<file path="src/rtl/fetch_stage.sv">
// IF stage: owns the PC, reads combinational instruction memory, and feeds an
// IF/ID register with a valid/ready handshake toward decode.
module fetch_stage #(
  parameter int unsigned       ADDR_W   = 9,
  parameter int unsigned       INST_W   = 16,
  parameter logic [ADDR_W-1:0] RESET_PC = '0,
  parameter logic [INST_W-1:0] NOP_INST = '0,
  parameter int unsigned       CNT_W    = 16
) (
  input  logic              clk,
  input  logic              rst_n,
  output logic [ADDR_W-1:0] imem_addr,
  input  logic [INST_W-1:0] imem_inst,
  input  logic              redirect_valid,
  input  logic [ADDR_W-1:0] redirect_pc,
  input  logic              halt,
  input  logic              resume,
  output logic              id_valid,
  input  logic              id_ready,
  output logic [INST_W-1:0] id_inst,
  output logic [ADDR_W-1:0] id_pc,
  output logic [ADDR_W-1:0] id_pc_plus2,
  output logic              halted,
  output logic              align_err,
  output logic [CNT_W-1:0]  fetch_count
);

  typedef enum logic [1:0] {StBoot, StRun, StHalted} state_e;

  localparam logic [ADDR_W-1:0] PcInit = {RESET_PC[ADDR_W-1:1], 1'b0};
  localparam logic [ADDR_W-1:0] PcStep = ADDR_W'(2);

  state_e             state_q, state_d;
  logic [ADDR_W-1:0]  pc_q, pc_d;
  logic               id_valid_q, id_valid_d;
  logic [INST_W-1:0]  id_inst_q, id_inst_d;
  logic [ADDR_W-1:0]  id_pc_q, id_pc_d;
  logic [ADDR_W-1:0]  id_pc_plus2_q, id_pc_plus2_d;
  logic               align_err_q, align_err_d;
  logic [CNT_W-1:0]   fetch_count_q, fetch_count_d;

  logic redirect_take;
  logic fetch_fire;
  logic drain;

  always_comb begin
    redirect_take = redirect_valid && (state_q != StBoot);
    fetch_fire    = (state_q == StRun) && !halt && !redirect_valid &&
                    (!id_valid_q || id_ready);
    drain         = id_valid_q && id_ready && !fetch_fire;
  end

  always_comb begin
    state_d = state_q;
    unique case (state_q)
      StBoot:   state_d = StRun;
      StRun:    if (halt) state_d = StHalted;
      StHalted: if (resume && !halt) state_d = StRun;
      default:  state_d = StBoot;
    endcase
  end

  // Redirect flushes and wins over both fetch and stall; drain only empties the register.
  always_comb begin
    pc_d          = pc_q;
    id_valid_d    = id_valid_q;
    id_inst_d     = id_inst_q;
    id_pc_d       = id_pc_q;
    id_pc_plus2_d = id_pc_plus2_q;
    align_err_d   = align_err_q;
    fetch_count_d = fetch_count_q;
    if (redirect_take) begin
      pc_d        = {redirect_pc[ADDR_W-1:1], 1'b0};
      id_valid_d  = 1'b0;
      id_inst_d   = NOP_INST;
      align_err_d = align_err_q | redirect_pc[0];
    end else if (fetch_fire) begin
      pc_d          = pc_q + PcStep;
      id_valid_d    = 1'b1;
      id_inst_d     = imem_inst;
      id_pc_d       = pc_q;
      id_pc_plus2_d = pc_q + PcStep;
      if (fetch_count_q != '1) fetch_count_d = fetch_count_q + CNT_W'(1);
    end else if (drain) begin
      id_valid_d = 1'b0;
      id_inst_d  = NOP_INST;
    end
  end

  always_ff @(posedge clk or negedge rst_n) begin
    if (!rst_n) begin
      state_q       <= StBoot;
      pc_q          <= PcInit;
      id_valid_q    <= 1'b0;
      id_inst_q     <= NOP_INST;
      id_pc_q       <= '0;
      id_pc_plus2_q <= '0;
      align_err_q   <= 1'b0;
      fetch_count_q <= '0;
    end else begin
      state_q       <= state_d;
      pc_q          <= pc_d;
      id_valid_q    <= id_valid_d;
      id_inst_q     <= id_inst_d;
      id_pc_q       <= id_pc_d;
      id_pc_plus2_q <= id_pc_plus2_d;
      align_err_q   <= align_err_d;
      fetch_count_q <= fetch_count_d;
    end
  end

  always_comb begin
    imem_addr   = pc_q;
    id_valid    = id_valid_q;
    id_inst     = id_inst_q;
    id_pc       = id_pc_q;
    id_pc_plus2 = id_pc_plus2_q;
    halted      = (state_q == StHalted);
    align_err   = align_err_q;
    fetch_count = fetch_count_q;
  end

endmodule
</file>
<file path="config.mk">
export PLATFORM = sky130hd
export DESIGN_NAME = fetch_stage
export DESIGN_NICKNAME = d
export VERILOG_FILES = /design/src/rtl/fetch_stage.sv
export SDC_FILE = /design/constraint.sdc
export NUM_CORES = 1
export LEC_CHECK = 0
export BUFFER_PORTS_ARGS = -buffer_cell sky130_fd_sc_hd__buf_2
export CORE_MARGIN = 4
export CORE_UTILIZATION = 53
export CTS_BUF_LIST = sky130_fd_sc_hd__clkbuf_8 sky130_fd_sc_hd__clkbuf_16
export DETAILED_ROUTE_END_ITERATION = 12
export PLACE_DENSITY = 0.9
export SETUP_SLACK_MARGIN = 0.02
export SYNTH_ARGS = -nofsm -noshare
export SYNTH_HDL_FRONTEND = slang
export SYNTH_SLANG_ARGS = --single-unit
</file>
<file path="constraint.sdc">
create_clock -name clk -period 3.6 [get_ports clk]
set_clock_uncertainty 0.05 [all_clocks]
set_input_delay 0.36 -clock clk [delete_from_list [all_inputs] [get_ports clk]]
set_output_delay 0.36 -clock clk [all_outputs]
set_load 0.01 [all_outputs]
</file>
Yosys cells after proc, flatten, opt, wreduce, memory -nomap -nowiden
Index checks and enable logic that the tools add are counted.
Operators by class
  $add $sub $neg: 2
  equal/unequal tests: 5
  mux-type cells: 11
  bitwise gates (word level): 2
  reduce and logical (&&, ||, !) cells: 19
Operators with widths (count)
  16-bit 2-to-1 mux: 3
  9-bit 2-to-1 mux: 2
  16-bit by 1-bit adder with 16-bit output, second input constant: 1
  16-bit inequality test, second input constant: 1
  9-bit by 2-bit adder with 9-bit output, second input constant: 1
  1-bit logical AND: 7
  2-bit one-hot mux with 3 select lines: 1
  1-bit logical NOT: 4
  2-bit 2-to-1 mux: 2
  2-bit AND reduction: 2
  2-bit nonzero test: 2
  1-bit 2-to-1 mux: 3
  3-bit AND reduction: 1
  3-bit nonzero test: 1
  2-bit by 1-bit equality test with 1-bit output, second input constant: 1
  2-bit equality test, second input constant: 1
  2-bit logical NOT: 1
  2-bit by 1-bit inequality test with 1-bit output, second input constant: 1
  2-bit inequality test, second input constant: 1
  1-bit logical OR: 1
  1-bit NOT: 1
  1-bit OR: 1
Word-level totals
  bits in registers: 63
  input port bits: 31
  output and inout port bits: 62
  word-level logic and storage cells: 47

Logic depth before layout (Yosys ltp)
Gate-level depths: netlist (run 1).
  depth in word-level cells: 9
  mapped depth: 6
  depth with buffers taken out: 5

Least setup slack after synthesis (run 1)
No wires, ideal clock.
  kind: reg2reg
  start point: reg state_q[1]
  end point: reg fetch_count_q[1] (netlist: fetch_count[1])
  library setup time: 0.125 ns
  arrival: 1.532 ns
  data required time: 3.425 ns
  path slack: 1.893 ns
  cell stages (with the launch flop): 6
  path buffers: 1
  clock period less this slack: 1.707 ns
  path through: dfrtp_1 > nor4b_4 > nand2_1 > buf_2 > nor2_2 > mux2_2
On the way
  cells in the longest elaborated chain, start to end: 5
  elaborated cells on any way between the ends: 8
  those cells by class: eq/ne (1); bitwise (1); reduce/logical (6)
RTL lines
  start, declared: line 33  | state_e state_q, state_d;
  start signal, assigned: line 92  | state_q <= StBoot;
  start signal, assigned: line 101  | state_q <= state_d;
  2-bit by 1-bit equality test with 1-bit output: line 48  | fetch_fire = (state_q == StRun) && !halt && !redirect_valid &&
  1-bit logical AND (3 in a row): line 48
  3-bit AND reduction (no line) (*)
  end signal, assigned: line 108  | fetch_count_q <= fetch_count_d;
  end, declared: line 40  | logic [CNT_W-1:0] fetch_count_q, fetch_count_d;
Mark *: on every way between the ends. The rest lies on a longest branch, timed or not.
A chain may end at the register's enable or synchronous reset.

Final worst setup path (run 1)
  start point: reg state_q[1]
  end point: reg id_inst_q[14] (netlist: id_inst[14])
On the way
  cells in the longest elaborated chain, start to end: 7
  elaborated cells on any way between the ends: 11
  those cells by class: eq/ne (1); mux (2); reduce/logical (8)
RTL lines
  2-bit by 1-bit equality test with 1-bit output: line 48
  1-bit logical AND (3 in a row): line 48
  1-bit logical NOT: line 50  | drain = id_valid_q && id_ready && !fetch_fire;
  1-bit logical AND: line 50
  3-bit nonzero test (no line)
  end signal, assigned: line 104  | id_inst_q <= id_inst_d;
  end, declared: line 36  | logic [INST_W-1:0] id_inst_q, id_inst_d;
Several ways; a longest one is shown, not always the timed one.

==> results_tabular.tex, run 1 <==
\begin{tabular}{lr}
\hline
Metric & Value \\
\hline
\multicolumn{2}{l}{\textbf{Clocking}} \\
\quad Clock root cell & sky130\_fd\_sc\_hd\_\_clkbuf\_8 \\
\quad Post-cts sizing count & 0 \\
\quad Number of CTS-inserted buffers & 9 \\
\quad H-tree depth reported by CTS & 3 \\
\quad Clock transition at path regs & 0.06 ns \\
\quad Clock latency reported for the late side of the worst-skew pair & 0.33 ns \\
\quad CTS max path bufs & 2 \\
\quad TritonCTS sink count & 60 \\
\quad CTS tree & done \\
\multicolumn{2}{l}{\textbf{Synth}} \\
\quad Top-area cell type share of the netlist area & 55.9\% \\
\quad EDFF count, synth & 0 \\
\quad Synthesized area per cell & 11.3 µm² \\
\quad Number of unique standard cell types used by synthesis & 42 \\
\quad Number of cells produced by synthesis & 237 \\
\quad Sequential element share of the synthesized area & 55.9\% \\
\quad Main area contributors after synthesis & sky130\_fd\_sc\_hd\_\_dfrtp\_1, sky130\_fd\_sc\_hd\_\_a22o\_1, sky130\_fd\_sc\_hd\_\_nand2\_1 \\
\quad Warnings, synthesis & 0 \\
\quad Post-synthesis cell area & 0.00269 mm² \\
\quad Share of flip-flops with an asynchronous set or reset & 100\% \\
\quad Library cell with the largest summed area after synthesis & sky130\_fd\_sc\_hd\_\_dfrtp\_1 \\
\quad Most instantiated flip-flop cell in the synthesis netlist & sky130\_fd\_sc\_hd\_\_dfrtp\_1 \\
\quad Number of synthesized register bits & 60 \\
\multicolumn{2}{l}{\textbf{GRT}} \\
\quad Initial antenna violation count & 0 \\
\quad Maximum number of pins on one net before global-route repair & 38 \\
\quad GRT Resource Usage Total & 21.8\% \\
\quad Number of global-route vias before repair & 2203 \\
\quad Global-route wire length before repair & 10.5 mm \\
\quad Leftover overflow at the end of global routing & 0 \\
\multicolumn{2}{l}{\textbf{Worst setup path}} \\
\quad Crit path max-delay cell type & sky130\_fd\_sc\_hd\_\_a21oi\_2 \\
\quad Crit-path cells & o21a\_1 > a21o\_2 > a21oi\_2 > a22o\_1 \\
\quad Crit path arrival time & 2.24 ns \\
\quad Crit path max-delay family & compound AO/OA/AOI/OAI gates \\
\quad Delay of the slowest cell on the worst path & 0.53 ns \\
\quad Nature of the critical path startpoint & flop \\
\quad Worst Path Buf+Inv & 0 \\
\quad Critical Path Sink Type & flop \\
\quad Required time of the critical path & 3.81 ns \\
\quad Setup CP Type & reg2reg \\
\quad Maximum net fanout on the critical path & 16 \\
\multicolumn{2}{l}{\textbf{Timing}} \\
\quad Max Slew Vio Count & 0 \\
\quad Share of the clock period used by the worst path after layout & 56.2\% \\
\quad Pin slew with the least headroom to its limit & 0.690 ns \\
\quad Hold Vio Cnt, Final & 0 \\
\quad RSZ-0062 raised after global routing & no \\
\quad Minimum clock period & 2.02 ns \\
\quad Relative max-transition margin & 54.0\% \\
\quad Final hold slack & 0.178 ns \\
\quad Number of setup violations in the final report & 0 \\
\quad Fmax achieved & 494 MHz \\
\quad Post-route setup TNS & 0 ns \\
\quad Worst setup slack after layout & 1.58 ns \\
\multicolumn{2}{l}{\textbf{Finish}} \\
\quad Ratio of cells with drive above 1 in the final layout & 35.9\% \\
\quad Fill cells & 386 \\
\quad Layout-stage area growth over the synthesis result & 25.9\% \\
\quad Non-Filler Cell Area, Final & 0.00338 mm² \\
\quad Antenna diodes & 0 \\
\quad Most common cell after layout, fill and taps aside & sky130\_fd\_sc\_hd\_\_buf\_2 \\
\quad Number of nets in the final layout & 362 \\
\quad Fin util & 70.2\% \\
\quad Leading cell types in the layout, fill and taps excluded & sky130\_fd\_sc\_hd\_\_buf\_2, sky130\_fd\_sc\_hd\_\_dfrtp\_1, sky130\_fd\_sc\_hd\_\_nand2\_1, sky130\_fd\_sc\_hd\_\_a22o\_1 \\
\multicolumn{2}{l}{\textbf{Pwr}} \\
\quad Sw Ratio & 36.2\% \\
\quad Share of total power in combinational logic & 31.5\% \\
\quad Power Internal & 0.00160 W \\
\quad Total leakage power & 1.77 nW \\
\quad Worst supply voltage drop on vdd & 379 µV \\
\quad Net switching power & 0.000909 W \\
\quad Fraction of power consumed by the clock network & 24.2\% \\
\quad Power density relative to cell area & 743 mW/mm² \\
\quad Flop pwr share & 44.3\% \\
\multicolumn{2}{l}{\textbf{Worst hold path}} \\
\quad Worst Hold Class & in2reg \\
\multicolumn{2}{l}{\textbf{Floorplan}} \\
\quad I/O pin cnt & 93 \\
\quad Die height & 79.2 µm \\
\quad Die Width & 79.2 µm \\
\quad Total Die Area & 0.00627 mm² \\
\quad Core region area & 0.00482 mm² \\
\quad Starting utilization of the core area & 55.7\% \\
\quad Number of rows created at floorplan & 25 \\
\multicolumn{2}{l}{\textbf{Routing}} \\
\quad Drt pass-1 iters & 4 \\
\quad Final routed DRC violation total & 0 \\
\quad Ratio of routed vias to standard cells & 5.55 \\
\quad Total number of vias & 2224 \\
\quad Routed length per placed instance & 15.9 µm \\
\quad Overall routed net length & 6.38 mm \\
\quad Violation count after the first detailed-routing iteration & 183 \\
\quad Antenna viol nets, final & 0 \\
\multicolumn{2}{l}{\textbf{Run}} \\
\quad Max Cap Violations & 0 \\
\multicolumn{2}{l}{\textbf{Place}} \\
\quad Total of buffers placed on input and output ports & 89 \\
\quad Area after detailed placement & 0.00317 mm² \\
\quad Worst setup slack before clock tree synthesis & 1.57 ns \\
\quad Gp weighted congestion & 0.791 \\
\quad Estimated wirelength of the detail-placed design & 4.51 mm \\
\multicolumn{2}{l}{\textbf{Run status}} \\
\quad Result of the run & complete, no violations \\
\hline
\end{tabular}
## synthesized netlist by cell type (2+ instances only)
cell type	n
sky130_fd_sc_hd__a21o_1	2
sky130_fd_sc_hd__o31ai_1	2
sky130_fd_sc_hd__xnor2_1	6
sky130_fd_sc_hd__nand2_1	37
sky130_fd_sc_hd__nor3_1	4
sky130_fd_sc_hd__nor2_1	8
sky130_fd_sc_hd__o21a_1	2
sky130_fd_sc_hd__nor4b_2	2
sky130_fd_sc_hd__and3_1	5
sky130_fd_sc_hd__buf_2	7
sky130_fd_sc_hd__a22o_1	17
sky130_fd_sc_hd__nor4_1	4
sky130_fd_sc_hd__xor2_1	14
sky130_fd_sc_hd__buf_4	3
sky130_fd_sc_hd__nand4_1	5
sky130_fd_sc_hd__clkbuf_1	3
sky130_fd_sc_hd__nor4_2	3
sky130_fd_sc_hd__dfrtp_1	60
sky130_fd_sc_hd__inv_1	2
sky130_fd_sc_hd__ha_1	2
sky130_fd_sc_hd__o21ai_0	14
sky130_fd_sc_hd__a221o_1	7
sky130_fd_sc_hd__nor3b_1	5
sky130_fd_sc_hd__nand3_1	5
## path summary, 6_finish.rpt
kind,startpoint,to,slack [ns],depth (start not counted)
worst max-delay path,state_q[1],id_inst[14],1.58,4
worst min-delay path,redirect_pc[0],align_err,0.18,2
worst max register to register,state_q[1],id_inst[14],1.58,4
worst min register to register,align_err,align_err,0.41,1
max in group asynchronous,rst_n,fetch_count[11],2.13,3
min in group asynchronous,rst_n,id_pc_plus2[4],0.52,2
## logic make-up (layout without fill, tap and decap cells)
family / count (synthesis) / in the layout / synth area share (%)
flops: 60 / 60 / 55.9
other cells: 1 / 3 / 0.140
compound gates: 51 / 51 / 14.4
fa+ha+maj: 2 / 2 / 0.932
xor+xnor: 20 / 20 / 6.52
mux: 1 / 1 / 0.419
simple gates: 87 / 87 / 18.8
buf+inv: 15 / 110 / 2.84
## cell type report
class	instances	area [µm²]	area share (%)
clock buffers	11	151	4.48
flip-flops and latches	60	1500	44.4
clock inverters	5	51.3	1.52
well taps	67	83.8	2.48
inverters	2	7.51	0.222
multi-input cells	164	1110	33.0
repair buffers	92	470	13.9
## stage by stage
stage	power (W)	instances
2_1_floorplan	0.00156	239
3_3_place_gp	0.00187	384
3_5_place_dp	0.00190	384
4_1_cts	0.00252	401
5_1_grt	0.00267	401
6_report	0.00251	401
## layer usage
metal | track usage (%) | up-vias | routed length [µm]
met5 | 0 | - | 0
met4 | 11.5 | 0 | 131
met3 | 4.65 | 15 | 475
met2 | 35.9 | 107 | 3190
met1 | 26.7 | 1068 | 2580
li1 | - | 1034 | -
## power by group through the flow
stage	Combinational [W]	Clock [W]	Sequential [W]
detailed placement	0.000793	0	0.00111
finish	0.000791	0.000608	0.00111
global placement	0.000762	0	0.00110
CTS	0.000800	0.000620	0.00110
global route	0.000873	0.000654	0.00115
floorplan	0.000383	0	0.00117
## repair_timing
item / CTS / global route
endpoints found under the hold margin: 28 / 0
setup endpoints to repair: 0 / 0
setup buffers: 0 / 0
hold buffers: 1 / 0
## registers in the layout, summed over array words and instances (netlist names)
signal       count
imem_addr        8
fetch_count     16
state_q          2
id_valid         1
id_pc_plus2      8
id_pc            8
align_err        1
id_inst         16
Note: power is estimated with default switching activity, not from simulation.
==> run 2: changes to the inputs <==
--- a/config.mk
+++ b/config.mk
@@ -7,10 +7,10 @@
 export LEC_CHECK = 0
 export BUFFER_PORTS_ARGS = -buffer_cell sky130_fd_sc_hd__buf_2
 export CORE_MARGIN = 4
-export CORE_UTILIZATION = 53
+export CORE_UTILIZATION = 50
 export CTS_BUF_LIST = sky130_fd_sc_hd__clkbuf_8 sky130_fd_sc_hd__clkbuf_16
 export DETAILED_ROUTE_END_ITERATION = 12
-export PLACE_DENSITY = 0.9
+export PLACE_DENSITY = 0.86
 export SETUP_SLACK_MARGIN = 0.02
 export SYNTH_ARGS = -nofsm -noshare
 export SYNTH_HDL_FRONTEND = slang
==> constraint.sdc (replaced) <==
create_clock -name clk -period 1.95 [get_ports clk]
set_clock_uncertainty 0.05 [all_clocks]
set_input_delay 0.195 -clock clk [delete_from_list [all_inputs] [get_ports clk]]
set_output_delay 0.195 -clock clk [all_outputs]
set_load 0.01 [all_outputs]
==> results_tabular.tex, run 2 (synthesis results as in run 1) <==
\begin{tabular}{lr}
\hline
Metric & Value \\
\hline
\multicolumn{2}{l}{\textbf{Finish}} \\
\quad Layout-stage area growth over the synthesis result & 32.1\% \\
\quad Number of nets in the final layout & 368 \\
\quad Ratio of cells with drive above 1 in the final layout & 37.1\% \\
\quad Leading cell types in the layout, fill and taps excluded & sky130\_fd\_sc\_hd\_\_buf\_2, sky130\_fd\_sc\_hd\_\_dfrtp\_1, sky130\_fd\_sc\_hd\_\_nand2\_1, sky130\_fd\_sc\_hd\_\_a22o\_1 \\
\quad Most common cell after layout, fill and taps aside & sky130\_fd\_sc\_hd\_\_buf\_2 \\
\quad Fill cells & 414 \\
\quad Antenna diodes & 0 \\
\multicolumn{2}{l}{\textbf{Clocking}} \\
\quad Clock root cell & sky130\_fd\_sc\_hd\_\_clkbuf\_8 \\
\quad H-tree depth reported by CTS & 3 \\
\quad Setup repair bufs after CTS & 0 \\
\quad Clock latency reported for the late side of the worst-skew pair & 0.33 ns \\
\quad TritonCTS sink count & 60 \\
\quad CTS tree & done \\
\quad Clock transition at path regs & 0.07 ns \\
\quad CTS max path bufs & 2 \\
\quad Number of CTS-inserted buffers & 9 \\
\multicolumn{2}{l}{\textbf{Pwr}} \\
\quad Power density relative to cell area & 1470 mW/mm² \\
\quad Total leakage power & 1.85 nW \\
\quad Sw Ratio & 32.8\% \\
\quad Share of total power in combinational logic & 29.6\% \\
\quad Flop pwr share & 38.9\% \\
\quad Worst supply voltage drop on vdd & 616 µV \\
\quad Total power & 0.00520 W \\
\quad Fraction of power consumed by the clock network & 31.4\% \\
\quad Net switching power & 0.00170 W \\
\quad Power Internal & 0.00350 W \\
\multicolumn{2}{l}{\textbf{Worst hold path}} \\
\quad Hold Path End & id\_inst[0] \\
\quad Startpoint of the lowest-slack hold path & imem\_inst[0] \\
\quad Min-Delay Path Depth & 2 \\
\quad Worst Hold Class & in2reg \\
\multicolumn{2}{l}{\textbf{Timing}} \\
\quad Pin slew with the least headroom to its limit & 0.539 ns \\
\quad Relative max-transition margin & 63.7\% \\
\quad Hold Vio Cnt, Final & 0 \\
\quad Post-route setup TNS & 0 ns \\
\quad Number of setup violations in the final report & 0 \\
\quad Fmax achieved & 558 MHz \\
\quad Share of the clock period used by the worst path after layout & 91.9\% \\
\quad Minimum clock period & 1.79 ns \\
\quad Max Slew Vio Count & 0 \\
\quad RSZ-0062 raised after global routing & no \\
\multicolumn{2}{l}{\textbf{Floorplan}} \\
\quad Die Width & 81.3 µm \\
\quad Starting utilization of the core area & 51.9\% \\
\quad Number of rows created at floorplan & 26 \\
\quad Total Die Area & 0.00661 mm² \\
\quad Core region area & 0.00517 mm² \\
\quad Die height & 81.3 µm \\
\quad I/O pin cnt & 93 \\
\multicolumn{2}{l}{\textbf{Place}} \\
\quad Gp weighted congestion & 0.832 \\
\quad Total of buffers placed on input and output ports & 89 \\
\quad Estimated wirelength of the detail-placed design & 4.46 mm \\
\multicolumn{2}{l}{\textbf{Routing}} \\
\quad Total number of vias & 2250 \\
\quad Final routed DRC violation total & 0 \\
\quad Antenna viol nets, final & 0 \\
\quad Drt pass-1 iters & 4 \\
\quad Violation count after the first detailed-routing iteration & 130 \\
\quad Overall routed net length & 6.41 mm \\
\quad Routed length per placed instance & 15.6 µm \\
\quad Ratio of routed vias to standard cells & 5.49 \\
\multicolumn{2}{l}{\textbf{Run status}} \\
\quad Result of the run & complete, no violations \\
\multicolumn{2}{l}{\textbf{Worst setup path}} \\
\quad Launch point of the worst path & id\_valid \\
\quad Required time of the critical path & 2.12 ns \\
\quad Register-to-register setup slack & 0.16 ns \\
\quad Crit-path cells & nand2b\_1 > nand2\_1 > buf\_4 > o21ai\_0 > a221o\_1 \\
\quad Critical Path Sink Type & flop \\
\quad R2r worst-path depth & 5 \\
\quad Nature of the critical path startpoint & flop \\
\quad Crit path max-delay family & simple AND/OR/NAND/NOR gates \\
\quad Delay of the slowest cell on the worst path & 0.41 ns \\
\quad Crit path arrival time & 1.96 ns \\
\quad Worst Path Buf+Inv & 1 \\
\quad Setup CP Type & reg2reg \\
\quad Reg-to-reg critical path endpoint & imem\_addr[5] \\
\quad Crit path max-delay cell type & sky130\_fd\_sc\_hd\_\_dfrtp\_1 \\
\quad WP depth & 5 \\
\quad Maximum net fanout on the critical path & 20 \\
\quad Worst R2R Start & id\_valid \\
\multicolumn{2}{l}{\textbf{GRT}} \\
\quad Global-route wire length before repair & 10.6 mm \\
\quad Number of global-route vias before repair & 2185 \\
\quad GRT Resource Usage Total & 21.6\% \\
\quad Maximum number of pins on one net before global-route repair & 61 \\
\quad Initial antenna violation count & 0 \\
\quad Leftover overflow at the end of global routing & 0 \\
\multicolumn{2}{l}{\textbf{Run}} \\
\quad Max Cap Violations & 0 \\
\hline
\end{tabular}
==> run 2: changes by cell type in the layout (fill, tap and decap cells not counted), sizes merged <==
| cell | delta |
|---|---|
| buf | +5 |
| bufinv | +4 |
| clkbuf | -1 |
| clkinv | -1 |
| clkinvlp | -1 |
| dlygate4sd3 | +1 |
| inv | -1 |
==> run 2: what timing repair did <==
item,in CTS,in global routing
hold buffers,2,0
endpoints found under the setup margin,9,0
hold endpoints to repair,61,0
gates resized for setup,1,0
==> run 2: through the flow <==
| stage | instances | hold slack, ns | instance area, µm² | setup WS (ns) | util (%) |
|---|---|---|---|---|---|
| 6_report | 410 | 0.0280 | 3550 | 0.159 | 68.6 |
| 5_1_grt | 410 | 0.0222 | 3550 | 0.0252 | 68.6 |
| 4_1_cts | 410 | 0.0102 | 3550 | 0.138 | 68.6 |
| 3_5_place_dp | 392 | 0.182 | 3220 | 0.0454 | 62.3 |
| 3_3_place_gp | 392 | 0.173 | 3220 | 0.134 | 62.3 |
| 2_1_floorplan | 239 | -0.151 | 2690 | 0.243 | - |
==> run 2: area by class of cell <==
class                   instances  area [µm²]  share of cell area [%]
flip-flops and latches         60        1500                    42.3
inverters                       2        7.51                   0.212
clock buffers                  10         138                    3.88
clock inverters                 6         159                    4.48
well taps                      70        87.6                    2.47
multi-input cells             164        1120                    31.7
repair buffers                 98         531                    15.0
==> run 2: how the worst max path moves through the flow <==
stage / endpoint / slack [ns]
6_report: imem_addr[5] / 0.16
5_1_grt: fetch_count[1] / 0.03
4_1_cts: imem_addr[5] / 0.14
3_5_place_dp: id_inst[15] / 0.05
3_3_place_gp: id_inst[12] / 0.13
2_1_floorplan: fetch_count[1] / 0.24
==> run 2: metal layers <==
metal  global-route usage, %  routed length [µm]  share of wire (%)
met1                    27.3                2550                 40
met2                    34.8                3200                 50
met3                    5.88                 558                8.7
met4                    9.12                 104                1.6
met5                       0                   0                  0
==> run 2: power by group through the flow <==
stage	combinational (W)	sequential (W)	clock (W)
finish	0.00154	0.00202	0.00163
global route	0.00172	0.00208	0.00172
detailed placement	0.00154	0.00203	0
CTS	0.00157	0.00202	0.00166
global placement	0.00149	0.00201	0
floorplan	0.000707	0.00217	0
==> run 2: worst register-to-register path: stages (launching register included) <==
cell,delay [ns]
sky130_fd_sc_hd__dfrtp_1,0.41
sky130_fd_sc_hd__nand2b_1,0.20
sky130_fd_sc_hd__nand2_1,0.30
sky130_fd_sc_hd__buf_4,0.28
sky130_fd_sc_hd__o21ai_0,0.14
sky130_fd_sc_hd__a221o_1,0.30
==> run 3: changes to the inputs <==
--- a/config.mk
+++ b/config.mk
@@ -5,9 +5,10 @@
 export SDC_FILE = /design/constraint.sdc
 export NUM_CORES = 1
 export LEC_CHECK = 0
+export ABC_AREA = 1
 export BUFFER_PORTS_ARGS = -buffer_cell sky130_fd_sc_hd__buf_2
 export CORE_MARGIN = 4
-export CORE_UTILIZATION = 50
+export CORE_UTILIZATION = 51
 export CTS_BUF_LIST = sky130_fd_sc_hd__clkbuf_8 sky130_fd_sc_hd__clkbuf_16
 export DETAILED_ROUTE_END_ITERATION = 12
 export PLACE_DENSITY = 0.86
==> results_tabular.tex, run 3 <==
\begin{tabular}{lr}
\hline
Metric & Value \\
\hline
\multicolumn{2}{l}{\textbf{GRT}} \\
\quad Leftover overflow at the end of global routing & 0 \\
\quad Number of global-route vias before repair & 2624 \\
\quad Maximum number of pins on one net before global-route repair & 61 \\
\quad Met2 usage & 34.5\% \\
\quad GR Layer Usage met1 & 26.6\% \\
\quad Met3 demand-to-capacity share in global routing & 5.85\% \\
\quad Busiest layer in global routing & met2 \\
\quad GRT Resource Usage Total & 21.1\% \\
\quad Global-route wire length before repair & 12.0 mm \\
\quad Initial antenna violation count & 0 \\
\multicolumn{2}{l}{\textbf{Pwr}} \\
\quad Share of total power in combinational logic & 34.7\% \\
\quad Net switching power & 0.00183 W \\
\quad Power density relative to cell area & 1320 mW/mm² \\
\quad Sw Ratio & 38.6\% \\
\quad Fraction of power consumed by the clock network & 22.3\% \\
\quad Worst supply voltage drop on vdd & 771 µV \\
\quad Flop pwr share & 43.0\% \\
\quad Total leakage power & 1.99 nW \\
\quad Power Internal & 0.00291 W \\
\multicolumn{2}{l}{\textbf{Synth}} \\
\quad Warnings, synthesis & 0 \\
\quad Sequential element share of the synthesized area & 51.9\% \\
\quad Top post-synthesis cells by count & sky130\_fd\_sc\_hd\_\_nand2\_1, sky130\_fd\_sc\_hd\_\_dfrtp\_1, sky130\_fd\_sc\_hd\_\_inv\_1, sky130\_fd\_sc\_hd\_\_nor2\_1, sky130\_fd\_sc\_hd\_\_nand3\_1 \\
\quad Most instantiated flip-flop cell in the synthesis netlist & sky130\_fd\_sc\_hd\_\_dfrtp\_1 \\
\quad Synthesized area per cell & 8.16 µm² \\
\quad Post-synthesis cell area & 0.00290 mm² \\
\quad Main area contributors after synthesis & sky130\_fd\_sc\_hd\_\_dfrtp\_1, sky130\_fd\_sc\_hd\_\_nand2\_1, sky130\_fd\_sc\_hd\_\_nand3\_1 \\
\quad Number of synthesized register bits & 60 \\
\quad EDFF count, synth & 0 \\
\quad Number of unique standard cell types used by synthesis & 30 \\
\quad Leading cell type by number of instances after synthesis & sky130\_fd\_sc\_hd\_\_nand2\_1 \\
\quad Library cell with the largest summed area after synthesis & sky130\_fd\_sc\_hd\_\_dfrtp\_1 \\
\quad Share of flip-flops with an asynchronous set or reset & 100\% \\
\quad Number of cells produced by synthesis & 355 \\
\quad Top-area cell type share of the netlist area & 51.9\% \\
\multicolumn{2}{l}{\textbf{Clocking}} \\
\quad Setup repair bufs after CTS & 0 \\
\quad Clock transition at path regs & 0.06 ns \\
\quad Post-cts sizing count & 0 \\
\quad CTS tree & done \\
\quad Clock latency reported for the late side of the worst-skew pair & 0.33 ns \\
\quad CTS max path bufs & 2 \\
\quad H-tree depth reported by CTS & 3 \\
\quad TritonCTS sink count & 60 \\
\quad Clock root cell & sky130\_fd\_sc\_hd\_\_clkbuf\_8 \\
\quad Post-cts hold buffer count & 1 \\
\quad Number of CTS-inserted buffers & 9 \\
\multicolumn{2}{l}{\textbf{Timing}} \\
\quad Number of setup violations in the final report & 0 \\
\quad RSZ-0062 raised after global routing & no \\
\quad Hold Vio Cnt, Final & 0 \\
\quad Fmax achieved & 589 MHz \\
\quad Minimum clock period & 1.70 ns \\
\quad Post-route setup TNS & 0 ns \\
\quad Share of the clock period used by the worst path after layout & 87.1\% \\
\quad Max Slew Vio Count & 0 \\
\quad Final hold slack & 0.0139 ns \\
\multicolumn{2}{l}{\textbf{Worst setup path}} \\
\quad Crit path arrival time & 1.90 ns \\
\quad Nature of the critical path startpoint & flop \\
\quad Crit-path cells & ha\_1 > nand3\_2 > clkinv\_2 > nand2\_4 > o21ai\_4 > nand2\_1 > o21ai\_1 \\
\quad Crit path max-delay cell type & sky130\_fd\_sc\_hd\_\_dfrtp\_1 \\
\quad Delay of the slowest cell on the worst path & 0.46 ns \\
\quad Maximum net fanout on the critical path & 14 \\
\quad Critical Path Sink Type & flop \\
\quad Setup CP Type & reg2reg \\
\quad Required time of the critical path & 2.15 ns \\
\multicolumn{2}{l}{\textbf{Run status}} \\
\quad Result of the run & complete, no violations \\
\multicolumn{2}{l}{\textbf{Finish}} \\
\quad Ratio of cells with drive above 1 in the final layout & 26.5\% \\
\quad Layout-stage area growth over the synthesis result & 23.5\% \\
\quad Number of nets in the final layout & 483 \\
\quad Leading cell types in the layout, fill and taps excluded & sky130\_fd\_sc\_hd\_\_nand2\_1, sky130\_fd\_sc\_hd\_\_buf\_2, sky130\_fd\_sc\_hd\_\_dfrtp\_1, sky130\_fd\_sc\_hd\_\_inv\_1, sky130\_fd\_sc\_hd\_\_nor2\_1 \\
\quad Most common cell after layout, fill and taps aside & sky130\_fd\_sc\_hd\_\_nand2\_1 \\
\quad Antenna diodes & 0 \\
\multicolumn{2}{l}{\textbf{Routing}} \\
\quad Antenna viol nets, final & 0 \\
\quad Overall routed net length & 6.68 mm \\
\quad Final routed DRC violation total & 0 \\
\quad Violation count after the first detailed-routing iteration & 185 \\
\quad Ratio of routed vias to standard cells & 4.93 \\
\quad Routed length per placed instance & 12.8 µm \\
\quad Drt pass-1 iters & 4 \\
\quad Total number of vias & 2584 \\
\multicolumn{2}{l}{\textbf{Floorplan}} \\
\quad Die height & 83.3 µm \\
\quad I/O pin cnt & 93 \\
\quad Core region area & 0.00551 mm² \\
\quad Number of rows created at floorplan & 27 \\
\quad Starting utilization of the core area & 52.6\% \\
\quad Total Die Area & 0.00695 mm² \\
\quad Die Width & 83.3 µm \\
\multicolumn{2}{l}{\textbf{Run}} \\
\quad Max Cap Violations & 0 \\
\multicolumn{2}{l}{\textbf{Place}} \\
\quad Total of buffers placed on input and output ports & 89 \\
\quad Gp weighted congestion & 0.826 \\
\quad Estimated wirelength of the detail-placed design & 4.89 mm \\
\multicolumn{2}{l}{\textbf{Worst hold path}} \\
\quad Worst Hold Class & in2reg \\
\hline
\end{tabular}
==> run 3: cell types whose count changed after synthesis, sizes merged, moves of 11 or more <==
cell   delta
nand3    +15
xor2     -11
nand2   +128
nor2     +19
a22o     -17
inv      +24
==> run 3: critical path, delay by kind of cell, from the launching register on <==
kind            cells  cell delay (ns)
compound gates      2             0.46
fa+ha+maj           1             0.29
buf+inv             1             0.08
flops               1             0.46
simple gates        3             0.29
==> run 3: area by class of cell <==
class                      instances  area (µm²)
clock buffer                      10         138
clock inverter                     3        40.0
multi-input combinational        260        1220
fill                             475        1930
tap                               72        90.1
sequential                        60        1500
timing repair buffer              92         483
inverter                          27         105
==> run 3: kinds of logic after synthesis <==
kind of cell / count (synthesis) / synth area share, %
buffers and inverters: 37 / 6.31
adder cells (fa/ha/maj): 2 / 0.864
flip-flops: 60 / 51.9
AND/OR/NAND/NOR: 223 / 33.2
other: 1 / 0.130
XOR/XNOR: 9 / 2.72
AO/OA/AOI/OAI: 23 / 4.93
==> run 3: metrics by stage <==
step | cell area, µm² | instances | power (W) | utilization, % | worst slack (ns)
after floorplan | 2900 | 357 | 0.00303 | - | 0.425
after global placement | 3390 | 510 | 0.00365 | 61.5 | 0.357
after detailed placement | 3390 | 510 | 0.00372 | 61.5 | 0.254
after CTS | 3580 | 524 | 0.00478 | 64.9 | 0.233
after global routing | 3580 | 524 | 0.00513 | 64.9 | 0.0732
final | 3580 | 524 | 0.00474 | 64.9 | 0.251
==> run 3: power groups by stage <==
stage / combinational (W) / sequential [W] / clock (W)
finish: 0.00164 / 0.00204 / 0.00105
global route: 0.00188 / 0.00211 / 0.00114
CTS: 0.00168 / 0.00203 / 0.00107
detailed placement: 0.00167 / 0.00204 / 0
global placement: 0.00162 / 0.00203 / 0
floorplan: 0.000842 / 0.00219 / 0
==> run 3: worst paths after layout <==
check / start / endpoint / slack, ns / cells past startpoint
worst max-delay path: fetch_count[0] / fetch_count[5] / 0.25 / 7
worst min-delay path: imem_inst[1] / id_inst[1] / 0.01 / 3
worst max register to register: fetch_count[0] / fetch_count[5] / 0.25 / 7
worst min register to register: align_err / align_err / 0.41 / 1
max in group asynchronous: rst_n / id_pc[6] / 1.24 / 3
min in group asynchronous: rst_n / id_inst[5] / 0.35 / 3
==> run 3: per-layer routing <==
metal | share of wire, % | up-vias
li1 | - | 1290
met1 | 44 | 1204
met2 | 49 | 78
met3 | 6.1 | 12
met4 | 1.4 | 0
met5 | 0 | -
